===== src/rtl/mux_pkg.sv =====
// Shared constants and helpers for the stream multiplexer family.
// Pure declarations: no logic, no latency, no flow control of its own.
package mux_pkg;

   localparam int MODE_FIXED = 0;
   localparam int MODE_RR    = 1;

   typedef enum logic {
      UNLOCKED = 1'b0,
      LOCKED   = 1'b1
   } lock_state_t;

   function automatic int sel_width(input int n);
      return (n <= 1) ? 1 : $clog2(n);
   endfunction

endpackage


===== src/rtl/rr_arbiter.sv =====
// Combinational channel arbiter: fixed priority from 0 or round-robin from ptr; a lock overrides the search.
// Zero latency; grant is offered regardless of downstream readiness, the caller qualifies it.
module rr_arbiter
   import mux_pkg::*;
#(
   parameter int NCH  = 4,
   parameter int MODE = MODE_RR,
   localparam int SELW = sel_width(NCH)
) (
   input  logic [NCH-1:0]  req,
   input  logic [SELW-1:0] ptr,
   input  logic            lock,
   input  logic [SELW-1:0] lock_idx,
   output logic [NCH-1:0]  grant,
   output logic [SELW-1:0] grant_idx
);

   function automatic int wrap(input int a);
      return (a >= NCH) ? a - NCH : a;
   endfunction

   logic found;
   int   start;

   assign start = (MODE == MODE_RR) ? int'(ptr) : 0;

   always_comb begin
      grant     = '0;
      grant_idx = '0;
      found     = 1'b0;
      if (lock) begin
         // A held packet owns the output even while its producer is idle.
         grant_idx = lock_idx;
         for (int i = 0; i < NCH; i++) begin
            if (lock_idx == SELW'(i)) grant[i] = 1'b1;
         end
      end else begin
         for (int k = 0; k < NCH; k++) begin
            if (!found && req[wrap(start + k)]) begin
               found                 = 1'b1;
               grant[wrap(start + k)] = 1'b1;
               grant_idx             = SELW'(wrap(start + k));
            end
         end
      end
   end

endmodule


===== src/rtl/stream_mux_arb.sv =====
// N-channel valid/ready stream mux with arbitration, packet lock and a one-entry output register.
// One cycle accept-to-out_valid; all in_ready drop while the held beat is stalled by out_ready=0.
module stream_mux_arb
   import mux_pkg::*;
#(
   parameter int NCH  = 4,
   parameter int W    = 8,
   parameter int MODE = MODE_RR,
   localparam int SELW = sel_width(NCH)
) (
   input  logic              clk,
   input  logic              rst_n,
   input  logic [NCH-1:0]    in_valid,
   input  logic [NCH*W-1:0]  in_data,
   input  logic [NCH-1:0]    in_last,
   output logic [NCH-1:0]    in_ready,
   output logic              out_valid,
   output logic [W-1:0]      out_data,
   output logic              out_last,
   output logic [SELW-1:0]   out_sel,
   input  logic              out_ready
);

   lock_state_t     lock_st, lock_nxt;
   logic [SELW-1:0] lock_idx;
   logic [SELW-1:0] ptr;
   logic [NCH-1:0]  grant;
   logic [SELW-1:0] grant_idx;
   logic            load;
   logic            xfer;
   logic [W-1:0]    g_data;
   logic            g_last;

   rr_arbiter #(
      .NCH  (NCH),
      .MODE (MODE)
   ) u_arb (
      .req       (in_valid),
      .ptr       (ptr),
      .lock      (lock_st == LOCKED),
      .lock_idx  (lock_idx),
      .grant     (grant),
      .grant_idx (grant_idx)
   );

   assign load     = rst_n & (~out_valid | out_ready);
   assign in_ready = load ? (grant & in_valid) : '0;
   assign xfer     = |in_ready;

   always_comb begin
      g_data = '0;
      g_last = 1'b0;
      for (int i = 0; i < NCH; i++) begin
         if (grant[i]) begin
            g_data = in_data[i*W +: W];
            g_last = in_last[i];
         end
      end
   end

   always_comb begin
      lock_nxt = lock_st;
      if (xfer) lock_nxt = g_last ? UNLOCKED : LOCKED;
   end

   always_ff @(posedge clk) begin
      if (!rst_n) begin
         lock_st   <= UNLOCKED;
         lock_idx  <= '0;
         ptr       <= '0;
         out_valid <= 1'b0;
         out_data  <= '0;
         out_last  <= 1'b0;
         out_sel   <= '0;
      end else begin
         lock_st <= lock_nxt;
         if (xfer) begin
            out_valid <= 1'b1;
            out_data  <= g_data;
            out_last  <= g_last;
            out_sel   <= grant_idx;
            if (!g_last) lock_idx <= grant_idx;
            // Pointer only advances at packet boundaries so a packet's successor starts fresh.
            if (g_last && MODE == MODE_RR)
               ptr <= (int'(grant_idx) == NCH - 1) ? '0 : grant_idx + 1'b1;
         end else if (out_ready) begin
            out_valid <= 1'b0;
         end
      end
   end

endmodule


===== config.mk =====
export PLATFORM = sky130hd
export DESIGN_NAME = stream_mux_arb
export DESIGN_NICKNAME = d
export VERILOG_FILES = /design/src/rtl/mux_pkg.sv /design/src/rtl/rr_arbiter.sv /design/src/rtl/stream_mux_arb.sv
export SDC_FILE = /design/constraint.sdc
export NUM_CORES = 1
export LEC_CHECK = 0
export ABC_AREA = 1
export BUFFER_PORTS_ARGS = -buffer_cell sky130_fd_sc_hd__buf_2
export CORE_AREA = 2 2 71 73
export DETAILED_ROUTE_END_ITERATION = 10
export DIE_AREA = 0 0 73 75
export MAX_ROUTING_LAYER = met4
export PLACE_DENSITY_LB_ADDON = 0.12
export SETUP_SLACK_MARGIN = 0.05
export SLEW_MARGIN = 20
export SYNTH_ARGS = -nofsm -noshare
export SYNTH_HDL_FRONTEND = slang
export SYNTH_SLANG_ARGS = --single-unit

===== constraint.sdc =====
create_clock -name clk -period 2.26 [get_ports clk]
set_input_delay 0 -clock clk [delete_from_list [all_inputs] [get_ports clk]]
set_output_delay 0 -clock clk [all_outputs]
set_load 0.05 [all_outputs]

; Word-level counts from Yosys, hierarchy flattened
; Index checks and enable logic that the tools add are counted.
[totals]
output_inout_bits = 16
ff_bits = 17
in_bits = 43
wordCells = 114
[op_classes]
mux = 60
n_addsub = 8
n_bitwise = 8
n_eq_ne = 4
reduce_logical = 15
magnitude_cmp = 12
[op_table]
columns = cell, n
row1 = >= comparator 32 x 1 -> 1 bit (second input constant), 4
row2 = less-than comparator 32 x 4 -> 1 bit (second input constant), 4
row3 = 2-to-1 mux 32 bit, 4
row4 = >= comparator 32 x 4 -> 1 bit (second input constant), 3
row5 = subtractor 32 x 4 -> 32 bit (second input constant), 3
row6 = 2-to-1 mux 4 bit, 9
row7 = 2-to-1 mux 8 bit, 4
row8 = 2-to-1 mux 1 bit, 29
row9 = 2-to-1 mux 2 bit, 6
row10 = OR 4 bit, 3
row11 = binary-select mux 1 bit (select 2 bit), 4
row12 = demux 1 bit (select 2 bit), 4
row13 = logical AND 1 bit, 7
row14 = adder 2 x 2 -> 3 bit (second input constant), 2
row15 = AND 4 bit, 1
row16 = equality test 2 x 1 -> 1 bit (second input constant), 2
row17 = equality test 2 bit (second input constant), 2
row18 = AND reduction 2 bit, 2
row19 = OR reduction 4 bit, 1
row20 = subtractor 2 x 3 -> 4 bit (second input constant), 1
row21 = adder 2 x 1 -> 3 bit (second input constant), 1
row22 = >= comparator 2 x 3 -> 1 bit (second input constant), 1
row23 = logical NOT 1 bit, 3
row24 = adder 2 x 1 -> 2 bit (second input constant), 1
row25 = other kinds (5), 6

; Longest topological paths before layout
; Gate-level depths: netlist of run 1.
[depth]
depth_word = 25
ltp_mapped = 19
ltp_nobuf = 19

; Cells and area by module
; Synthesis of run 1 repeated with hierarchy kept, for this count alone.
[hier_totals]
hier_cells = 269
area_unflattened_um2 = 1615.3
[by_module_without_submodules]
columns = module, area_per_inst_um2, instances, cells_per_inst, seq_area_each_um2
row1 = stream_mux_arb, 1029.7, 1, 165, 340.3
row2 = rr_arbiter, 585.6, 1, 104, 0.0

; Least setup slack after synthesis of run 1
; No wires, ideal clock.
[synth_path]
path_type = register -> output
from = reg ptr[1]
to = out in_ready[1]
stages_incl_launch_ff = 12
required_time_ns = 2.260
arrival_time_ns = 2.382
path_buffers = 1
path_slack_ns = -0.122
cell_sequence = dfxtp_1 -> inv_2 -> ha_1 -> inv_1 -> nand3_1 -> nand2_2 -> nor2_8 -> nand3_2 -> nand4_4 -> nand2_4 -> buf_6 -> nor2_1
[synth_between]
elab_chain_len = 21
elab_cells_between_ends = 72
classes_between = 7 x add/sub / 12 x order compare / 39 x mux / 4 x bitwise / 10 x reduce/logical
[synth_rtl]
columns = item, line
row1 = "start, declared", stream_mux_arb.sv:26  ; logic [SELW-1:0] ptr;
row2 = "start signal, assigned", stream_mux_arb.sv:85  ; ptr <= (int'(grant_idx) == NCH - 1) ? '0 : grant_idx + 1'b1;
row3 = "parallel branches: the longest is 17 deep, another holds subtractor 32 x 4 -> 32 bit", --
row4 = 2-to-1 mux 4 bit *, rr_arbiter.sv:39  ; if (!found && req[wrap(start + k)]) begin
row5 = 2-to-1 mux 4 bit *, rr_arbiter.sv:31  ; if (lock) begin
row6 = AND 4 bit *, stream_mux_arb.sv:47  ; assign in_ready = load ? (grant & in_valid) : '0;
row7 = 2-to-1 mux 4 bit *, stream_mux_arb.sv:47
row8 = "end, declared", stream_mux_arb.sv:16  ; output logic [NCH-1:0] in_ready,
; Mark *: on every way between the ends. The select of a mux whose other input is x is not followed.

; Worst setup path in the final report of run 1
[layout_path]
from = reg ptr[1]
to = reg out_data[7]
[layout_between]
elab_chain_len = 23
elab_cells_between_ends = 77
classes_between = 7 x add/sub / 12 x order compare / 43 x mux / 4 x bitwise / 11 x reduce/logical
[layout_rtl]
columns = item, line
row1 = "parallel branches: the longest is 17 deep, another holds subtractor 32 x 4 -> 32 bit", --
row2 = 2-to-1 mux 4 bit *, rr_arbiter.sv:39
row3 = 2-to-1 mux 4 bit *, rr_arbiter.sv:31
row4 = 2-to-1 mux 8 bit (4 in series), stream_mux_arb.sv:54  ; if (grant[i]) begin
row5 = "end signal, assigned", stream_mux_arb.sv:79  ; out_data <= g_data;
row6 = "end, declared", stream_mux_arb.sv:18  ; output logic [W-1:0] out_data,
; Marked as above.
; A chain may end at the register's enable or synchronous reset.

==> run_results.csv, run 1 <==
group,metric,value,unit
pwr,vdd_ir_drop_max,0.927,mV
placement,pre_cts_ws,0.0345,ns
critical_path,reg2reg_from,"ptr[1]$_SDFFE_PN0P_",
critical_path,path_depth,14,
logic_synthesis,netlist_instances,241,
critical_path,path_cells,"inv_2 > ha_4 > inv_4 > nand3_2 > nand2_2 > nand2_2 > nor2_4 > nand2_1 > nand4_1 > nand2_2 > buf_4 > buf_4 > a31o_1 > a21oi_1",
critical_path,regToRegEndpoint,"out_data[7]$_SDFFE_PN0P_",
floorplan,initial_core_util,0.345,
timing,fin_skew,0.00554,ns
finish,drive_above_1_share,0.455,
placement,dp_hpwl,3780,um
critical_path,timing_worst_setup_path_type,"reg -> reg",
drt,num_vias,1883,
timing,report.final.hold_viol_count,0,
critical_path,r2r_cells,14,
logic_synthesis,synth_adder_area_share,0.0467,
timing,grt_setup_unrepaired,"true",
timing,fmax,0.467,GHz
timing,worst_pin_slew,0.346,ns
clocking,cts_tree,"built",
placement,port_buffers,58,
clocking,cts_buffers,3,
logic_synthesis,ys.warnings.count,0,
timing,layout_min_cycle_time,2.14,ns
timing,final.setup.tns,0,ns
logic_synthesis,synth_top_family_by_area,"simple AND/OR/NAND/NOR gates",
critical_path,critPathArrivalTime,2.33,ns
logic_synthesis,synth_compound_area_frac,0.234,
clocking,clk_path_buf_depth,2,
timing,slew_viol_final,0,
hold_path,hold_path_end,"out_data[6]$_SDFFE_PN0P_",
critical_path,r2r_slack,0.12,ns
timing,setup_ws,0.119,ns
finish,finalNonFillerCells,375,
finish,syn2layout_area_growth,43.0,%
logic_synthesis,synth-seq-area-share,0.212,
critical_path,cp_common_cell,"nand2_2",
logic_synthesis,synth-simple-area-share,0.411,
logic_synthesis,synth-xor-area-share,0,
finish,multiInputGateArea,0.00123,mm2
finish,nNetsFinal,371,
drt,drtIter0Drc,128,
drt,drc,0,
timing,finalSetupViolations,0,
drt,firstDrtPassIters,4,
clocking,clockRootBuffer,"clkbuf_8",
clocking,cts.sinks,17,
grt,grt_pass1_wl,7200,um
grt,antenna_found_initial,0,
grt,grt_usage,0.172,
finish,nFillCells,474,
floorplan,die_w,73,um
clocking,cts_max_level,1,
floorplan,io_pins,59,
timing,period_share,0.947,
logic_synthesis,synth.avg_cell_area,6.67,um2
status,outcome,"completed",
drt,wl_per_cell,12.8,um
drt,avgViaCountPerCell,5.02,
critical_path,cp_top_family,"simple AND/OR/NAND/NOR gates",
critical_path,worst-path-max-fanout,4,
critical_path,critPathMaxStageDelay,0.33,ns
hold_path,hold_depth,3,
finish,regArea,343,um2
critical_path,worst_setup_path_start_kind,"flop",
critical_path,cp_slowest_cell,"dfxtp_2",
pwr,leakage,1.14,nW
floorplan,die_area,0.00548,mm2
critical_path,end_kind,"flop",
finish,diodes,0,
floorplan,coreArea,0.00466,mm2
timing,max_slew_margin,0.767,
hold_path,min_from,"in_data[30]",
logic_synthesis,ys_seq_elements,17,
floorplan,core.rowCount,25,
logic_synthesis,yosysUniqueCellTypes,33,
drt,wl,4800,um
logic_synthesis,synth_nets,290,
grt,overflow,0,
finish,final_cell_mix,"buf_2, nand2_1, nand3_1, buf_4, a21oi_1",
clocking,cts_hold_buf,0,
pwr,total_power,3.80,mW
logic_synthesis,synth_area,0.00161,mm2
pwr,powerDensity,1650,mW/mm2
logic_synthesis,synth.area.mux_share,0,
job,drv_cap,0,
clocking,clkTransAtPathRegs,0.07,ns
finish,final_common_cell,"buf_2",
grt,grt_pass1_vias,1585,
floorplan,die_y,75,um
placement,placedCellCount,365,
clocking,clkLatencyLatePin,0.25,ns
critical_path,cp_data_required_time,2.45,ns
hold_path,hold_class,"in -> reg",
critical_path,cp_num_buf_inv,4,
placement,gp_congestion,0.853,
grt,grt_max_degree,19,
drt,ant_nets,0,
## metal layers
layer | GRT usage | part of all wire
met1 | 0.248 | 0.49
met2 | 0.262 | 0.47
met3 | 0.00803 | 0.027
met4 | 0.0494 | 0.010
met5 | - | 0
## state kept, by name, summed over array words and instances (netlist names)
name	cells
out_data	8
lock_idx	2
out_sel	2
ptr	2
lock_st	1
out_last	1
out_valid	1
## metrics by stage
step | util | hold slack [ns] | cell area (um2)
6_report | 0.493 | 0.0162 | 2300
5_1_grt | 0.493 | 0.0324 | 2300
4_1_cts | 0.454 | 0.0129 | 2120
3_5_place_dp | 0.444 | 0.277 | 2070
3_3_place_gp | 0.444 | 0.273 | 2070
2_1_floorplan | - | 0.176 | 1610
## how the worst max path moves through the flow
stage                   startpoint                  endpoint  slack, ns
6_report       ptr[1]$_SDFFE_PN0P_  out_data[7]$_SDFFE_PN0P_       0.12
5_1_grt        ptr[1]$_SDFFE_PN0P_  lock_idx[1]$_SDFFE_PN0P_     0.0006
4_1_cts        ptr[0]$_SDFFE_PN0P_  out_data[7]$_SDFFE_PN0P_       0.05
3_5_place_dp   ptr[0]$_SDFFE_PN0P_  out_data[7]$_SDFFE_PN0P_       0.03
3_3_place_gp   ptr[0]$_SDFFE_PN0P_  out_data[3]$_SDFFE_PN0P_       0.04
2_1_floorplan  ptr[1]$_SDFFE_PN0P_       ptr[1]$_SDFFE_PN0P_       0.05
## logic make-up (layout without fill, tap and decap cells)
group	count (synthesis)	after routing
buffers and inverters	34	114
adders and majority gates	6	6
DFF	17	17
and+or+nand+nor	121	121
AOI/OAI and AO/OA	63	63
## worst reg2reg max path, delay by kind of cell, from the launching register on
family          cells  cell delay [ns]
fa+ha+maj           1             0.26
compound gates      2             0.37
simple gates        7             0.72
flops               1             0.33
buf+inv             4             0.40
## synth_stat cells (all sizes together)
cell / n / area, um2
a21boi: 2 / 15.0
a21oi: 25 / 136
a31o: 8 / 70.1
a31oi: 1 / 6.26
buf: 5 / 46.3
clkbuf: 2 / 7.51
clkinv: 1 / 3.75
dfxtp: 17 / 340
ha: 6 / 75.1
inv: 26 / 97.6
nand2: 59 / 283
nand3: 43 / 255
nand4: 4 / 40.0
nor2: 15 / 82.6
o211ai: 1 / 7.51
o21ai: 25 / 133
o31ai: 1 / 7.51
## what timing repair did
item / 4_1_cts / 5_1_grt
pin swaps: 0 / 17
setup endpoints to repair: 10 / 19
gates resized for setup: 1 / 33
setup buffers: 0 / 6
hold endpoints to repair: 0 / 0
## final cells by class
cell class	count	share of cell area
clock inverter	1	0.00218
sequential	17	0.149
clock buffer	3	0.0180
timing repair buffer	83	0.220
tap	54	0.0294
inverter	27	0.0463
multi-input combinational	190	0.535
## report_power, final
part	switching, mW	internal (mW)
clock network	0.102	0.122
registers	0.0445	0.396
logic	1.91	1.22
total	2.06	1.74
(Power assumes the default switching activity.)
==> inputs of run 2 (changes only) <==
Settings changed: CORE_AREA 2 2 71 73 to 2 2 65 67, DIE_AREA 0 0 73 75 to 0 0 67 69, PLACE_DENSITY from default to 0.79, PLACE_DENSITY_LB_ADDON 0.12 to default.
==> run 2 against run 1 <==
Against the previous run: worst setup slack lost 0.047 ns; combinational power grew 4%; sequential power grew 0.9%; cell area grew 1.9%; count of clock-buffer cells in the layout grew 1; critical path depth grew 2; register-to-register slack lost 0.05 ns; clock skew shrank 0.0037 ns.
==> run_results.csv, run 2 (same netlist as run 1, synthesis figures left out) <==
group,metric,value,unit
timing,worst_pin_slew,0.357,ns
floorplan,initial_core_util,0.410,
critical_path,cp_data_required_time,2.40,ns
timing,fin_skew,0.00187,ns
timing,final.setup.tns,0,ns
status,outcome,"completed",
critical_path,worst-path-max-fanout,9,
finish,regMostFlops,"out_data",
timing,report.final.hold_viol_count,0,
critical_path,critPathMaxStageDelay,0.35,ns
finish,final_common_cell,"buf_2",
grt,overflow,0,
pwr,vdd_ir_drop_max,0.975,mV
clocking,cts_max_level,1,
finish,nFillCells,376,
hold_path,hold_class,"in -> reg",
finish,nNetsFinal,370,
clocking,cts_hold_buf,0,
clocking,clkTransAtPathRegs,0.06,ns
placement,dp_hpwl,3520,um
clocking,cts_tree,"built",
drt,ant_nets,0,
timing,finalSetupViolations,0,
clocking,clk_path_buf_depth,2,
critical_path,path_cells,"inv_2 > ha_4 > inv_4 > nand3_2 > nand2_2 > nor2_4 > a21oi_4 > nand4_4 > nand2_4 > o21ai_2 > inv_2 > nand2_8 > buf_8 > nand2_1 > nand3_1 > nand2_1",
pwr,leakage,1.13,nW
critical_path,end_kind,"flop",
floorplan,die_w,67,um
drt,drtIter0Drc,187,
grt,grt_usage,0.210,
timing,fmax,0.457,GHz
finish,final_cell_mix,"buf_2, nand2_1, nand3_1, buf_4, inv_1",
critical_path,worst_setup_path_start_kind,"flop",
pwr,total_power,3.91,mW
floorplan,die_y,69,um
critical_path,r2r_cells,16,
critical_path,critPathArrivalTime,2.32,ns
clocking,cts_buffers,3,
finish,syn2layout_area_growth,45.6,%
grt,grt_max_degree,20,
finish,largest_reg_flops,8,
clocking,clockRootBuffer,"clkbuf_8",
floorplan,io_pins,59,
critical_path,r2r_slack,0.07,ns
drt,drc,0,
drt,wl_per_cell,14.2,um
hold_path,hold_depth,3,
critical_path,timing_worst_setup_path_type,"reg -> reg",
timing,layout_min_cycle_time,2.19,ns
placement,port_buffers,58,
grt,grt_pass1_vias,1708,
placement,postPlaceCellArea,0.00202,mm2
floorplan,coreArea,0.00391,mm2
timing,period_share,0.968,
critical_path,cp_slowest_cell,"dfxtp_2",
timing,max_slew_margin,0.760,
pwr,powerDensity,1670,mW/mm2
floorplan,die_area,0.00462,mm2
floorplan,core.rowCount,23,
drt,firstDrtPassIters,5,
timing,grt_setup_unrepaired,"true",
placement,gp_congestion,0.858,
drt,num_vias,1989,
grt,antenna_found_initial,0,
drt,avgViaCountPerCell,5.38,
drt,wl,5240,um
job,drv_cap,0,
clocking,clkLatencyLatePin,0.24,ns
timing,slew_viol_final,0,
clocking,cts.sinks,17,
finish,diodes,0,
finish,drive_above_1_share,0.481,
finish,fin_area,0.00234,mm2
grt,grt_pass1_wl,7760,um
-- run 2: cell count changes in the layout (fill, tap and decap cells not counted), sizes merged --
| cell | before | now |
|---|---|---|
| clkinv | 2 | 1 |
| nand2 | 59 | 60 |
| buf | 83 | 80 |
| clkbuf | 3 | 5 |
-- run 2: layer usage --
layer / routed length, um / global-route usage / vias to the layer above
li1: - / - / 982
met1: 2180 / 0.298 / 919
met2: 2690 / 0.322 / 82
met3: 307 / 0.0196 / 6
met4: 56 / 0.0476 / 0
met5: 0 / - / -
-- run 2: path summary, 6_finish.rpt --
path                                            start                       end
worst max-delay path              ptr[0]$_SDFFE_PN0P_       ptr[0]$_SDFFE_PN0P_
worst min-delay path                      in_data[28]  out_data[4]$_SDFFE_PN0P_
worst min register to register  out_last$_SDFFE_PN0P_     out_last$_SDFFE_PN0P_
worst max register to register    ptr[0]$_SDFFE_PN0P_       ptr[0]$_SDFFE_PN0P_
-- run 2: final cells by class --
type	count	area, um2	share of cell area
Clock buffer	4	45.0	0.0193
Multi-Input combinational cell	191	1300	0.554
Timing Repair Buffer	81	484	0.207
Inverter	27	109	0.0465
Tap cell	50	62.6	0.0267
Sequential cell	17	343	0.147
-- run 2: power breakdown --
part / internal (mW) / switching (mW) / total [mW] / leakage [nW]
clock: 0.125 / 0.0936 / 0.218 / 0.0228
combinational: 1.21 / 2.04 / 3.24 / 0.971
sequential: 0.396 / 0.0484 / 0.445 / 0.141
total: 1.73 / 2.18 / 3.91 / 1.13
-- run 2: timing repair --
action | 4_1_cts | 5_1_grt
setup endpoints to repair | 14 | 17
buffers inserted | 0 | 9
pin swaps | 0 | 25
gates cloned | 0 | 1
resized for setup | 3 | 50
-- run 2: critical path: cells and delay by family, from the launching register on --
| kind | cells | cell delay, ns |
|---|---|---|
| buffers and inverters | 4 | 0.34 |
| AO/OA/AOI/OAI | 2 | 0.22 |
| adder cells (fa/ha/maj) | 1 | 0.30 |
| flip-flops | 1 | 0.35 |
| AND/OR/NAND/NOR | 9 | 0.86 |
-- run 2: through the flow --
stage	util	std cells	worst slack, ns	hold WS [ns]
global placement	0.515	356	0.0248	0.262
global route	0.598	370	-0.0332	0.0383
CTS	0.532	360	0.106	0.0163
finish	0.598	370	0.0716	0.0165
detailed placement	0.515	356	-0.0487	0.274
floorplan	-	241	0.0511	0.176
==> inputs of run 3 (changes only) <==
Settings changed: BUFFER_PORTS_ARGS -buffer_cell sky130_fd_sc_hd__buf_2 to -buffer_cell sky130_fd_sc_hd__clkbuf_2, RECOVER_POWER from default to 25.
==> run 3 against run 2 <==
Against the previous run: count of clock-buffer cells in the layout is the same; cell area fell by 2.5%; via count shrank 1.4%; highest routed layer unchanged; critical path type unchanged.
==> run_results.csv, run 3 (same netlist as run 1, synthesis figures left out) <==
group,metric,value,unit
clocking,cts_tree,"built",
drt,firstDrtPassIters,4,
placement,port_buffers,58,
placement,dp_hpwl,3640,um
drt,wl_per_cell,13.4,um
finish,nNetsFinal,371,
job,drv_cap,0,
hold_path,hold_class,"in -> reg",
timing,grt_setup_unrepaired,"true",
timing,period_share,0.947,
critical_path,end_kind,"flop",
finish,final_common_cell,"clkbuf_2",
timing,final.setup.tns,0,ns
critical_path,reg2reg_from,"ptr[0]$_SDFFE_PN0P_",
clocking,cts_buffers,3,
grt,grt_max_degree,19,
finish,regMostFlops,"out_data",
finish,final_cell_mix,"clkbuf_2, nand2_1, nand3_1, a21oi_1, buf_4",
floorplan,initial_core_util,0.410,
critical_path,critPathArrivalTime,2.33,ns
floorplan,die_area,0.00462,mm2
clocking,cts.sinks,17,
timing,layout_min_cycle_time,2.14,ns
drt,num_vias,1961,
pwr,leakage,1.11,nW
drt,avgViaCountPerCell,5.29,
clocking,cts_max_level,1,
floorplan,die_y,69,um
floorplan,core.rowCount,23,
clocking,clkLatencyLatePin,0.25,ns
timing,max_slew_margin,0.602,
clocking,clkTransAtPathRegs,0.06,ns
clocking,clk_path_buf_depth,2,
grt,grt_usage,0.205,
drt,drc,0,
grt,grt_pass1_vias,1700,
grt,antenna_found_initial,0,
pwr,switchingPower,2.05,mW
finish,largest_reg_flops,8,
pwr,powerDensity,1640,mW/mm2
critical_path,timing_worst_setup_path_type,"reg -> reg",
finish,fin_util,0.583,
drt,ant_nets,0,
finish,drive_above_1_share,0.414,
grt,overflow,0,
critical_path,cp_data_required_time,2.45,ns
floorplan,die_w,67,um
finish,syn2layout_area_growth,42.0,%
critical_path,cp-startpoint,"ptr[0]$_SDFFE_PN0P_",
finish,nFillCells,381,
pwr,vdd_ir_drop_max,0.849,mV
drt,drtIter0Drc,107,
timing,report.final.hold_viol_count,0,
grt,grt_pass1_wl,7430,um
pwr,total_power,3.75,mW
drt,wl,4960,um
timing,fin_skew,0.00103,ns
clocking,clockRootBuffer,"clkbuf_8",
pwr,cellInternalPower,1.69,mW
timing,fmax,0.467,GHz
pwr,power_frac_seq,0.119,
critical_path,worst-path-max-fanout,7,
placement,gp_congestion,0.869,
timing,finalSetupViolations,0,
floorplan,io_pins,59,
hold_path,min_from,"in_data[28]",
finish,diodes,0,
pwr,swShare,0.548,
pwr,combPwrFrac,0.820,
critical_path,worst_setup_path_start_kind,"flop",
status,outcome,"completed",
floorplan,coreArea,0.00391,mm2
timing,worst_pin_slew,0.600,ns
pwr,pwr-share-clk,0.060,
timing,slew_viol_final,0,
-- run 3: cell types whose count changed in the layout (fill, tap and decap cells not counted), moves of 5 or more --
cell / delta
a21oi_2: -6
clkbuf_2: +49
clkbuf_1: +8
buf_2: -57
a21oi_1: +6
nand2_1: +5
-- run 3: timing repair --
item,CTS,global route
gates cloned,0,1
resized for setup,4,28
pin swaps,1,18
hold buffers,0,0
setup endpoints to repair,13,14
setup buffers,2,8
-- run 3: final cells by class --
class / instances / area (um2) / area share
clock buffers: 4 / 45.0 / 0.0197
well taps: 50 / 62.6 / 0.0274
multi-input cells: 191 / 1240 / 0.542
flip-flops and latches: 17 / 343 / 0.150
repair buffers: 82 / 483 / 0.212
inverters: 27 / 111 / 0.0488
-- run 3: final timing paths --
path / to / slack (ns) / depth (start not counted)
worst max-delay path: out_data[5]$_SDFFE_PN0P_ / 0.12 / 15
worst min-delay path: out_data[4]$_SDFFE_PN0P_ / 0.01 / 3
worst max register to register: out_data[5]$_SDFFE_PN0P_ / 0.12 / 15
worst min register to register: out_last$_SDFFE_PN0P_ / 0.51 / 2
-- run 3: per-layer routing --
layer / vias up / track usage / share of wire
met5: - / - / 0
met4: 0 / 0.0635 / 0.010
met3: 5 / 0.0131 / 0.043
met2: 59 / 0.321 / 0.51
met1: 913 / 0.278 / 0.43
li1: 984 / - / -
-- run 3: power by group through the flow --
stage	registers [mW]	clock network, mW	logic, mW
final	0.447	0.226	3.07
after global routing	0.457	0.241	3.35
after CTS	0.446	0.230	2.69
after detailed placement	0.451	0	2.58
after global placement	0.448	0	2.53
after floorplan	0.679	0	1.75
-- run 3: through the flow --
stage,hold WS [ns],cells,setup WS (ns),cell area [um2]
2_1_floorplan,0.176,241,0.0511,1610
3_3_place_gp,0.263,356,0.0190,2020
3_5_place_dp,0.288,356,-0.0670,2020
4_1_cts,0.0241,362,0.106,2100
5_1_grt,0.0360,371,0.00339,2280
6_report,0.0125,371,0.119,2280
-- run 3: critical path, cell delays in order, from the launching register on --
cell,delay [ns]
dfxtp_2,0.34
inv_2,0.05
ha_4,0.30
inv_4,0.05
nand3_4,0.08
nand2_4,0.07
nor2_8,0.17
nand3_2,0.11
nand4_4,0.10
nand2_4,0.09
o21ai_2,0.16
inv_2,0.09
buf_12,0.13
nand2_4,0.08
o21ai_0,0.10
a21oi_1,0.14
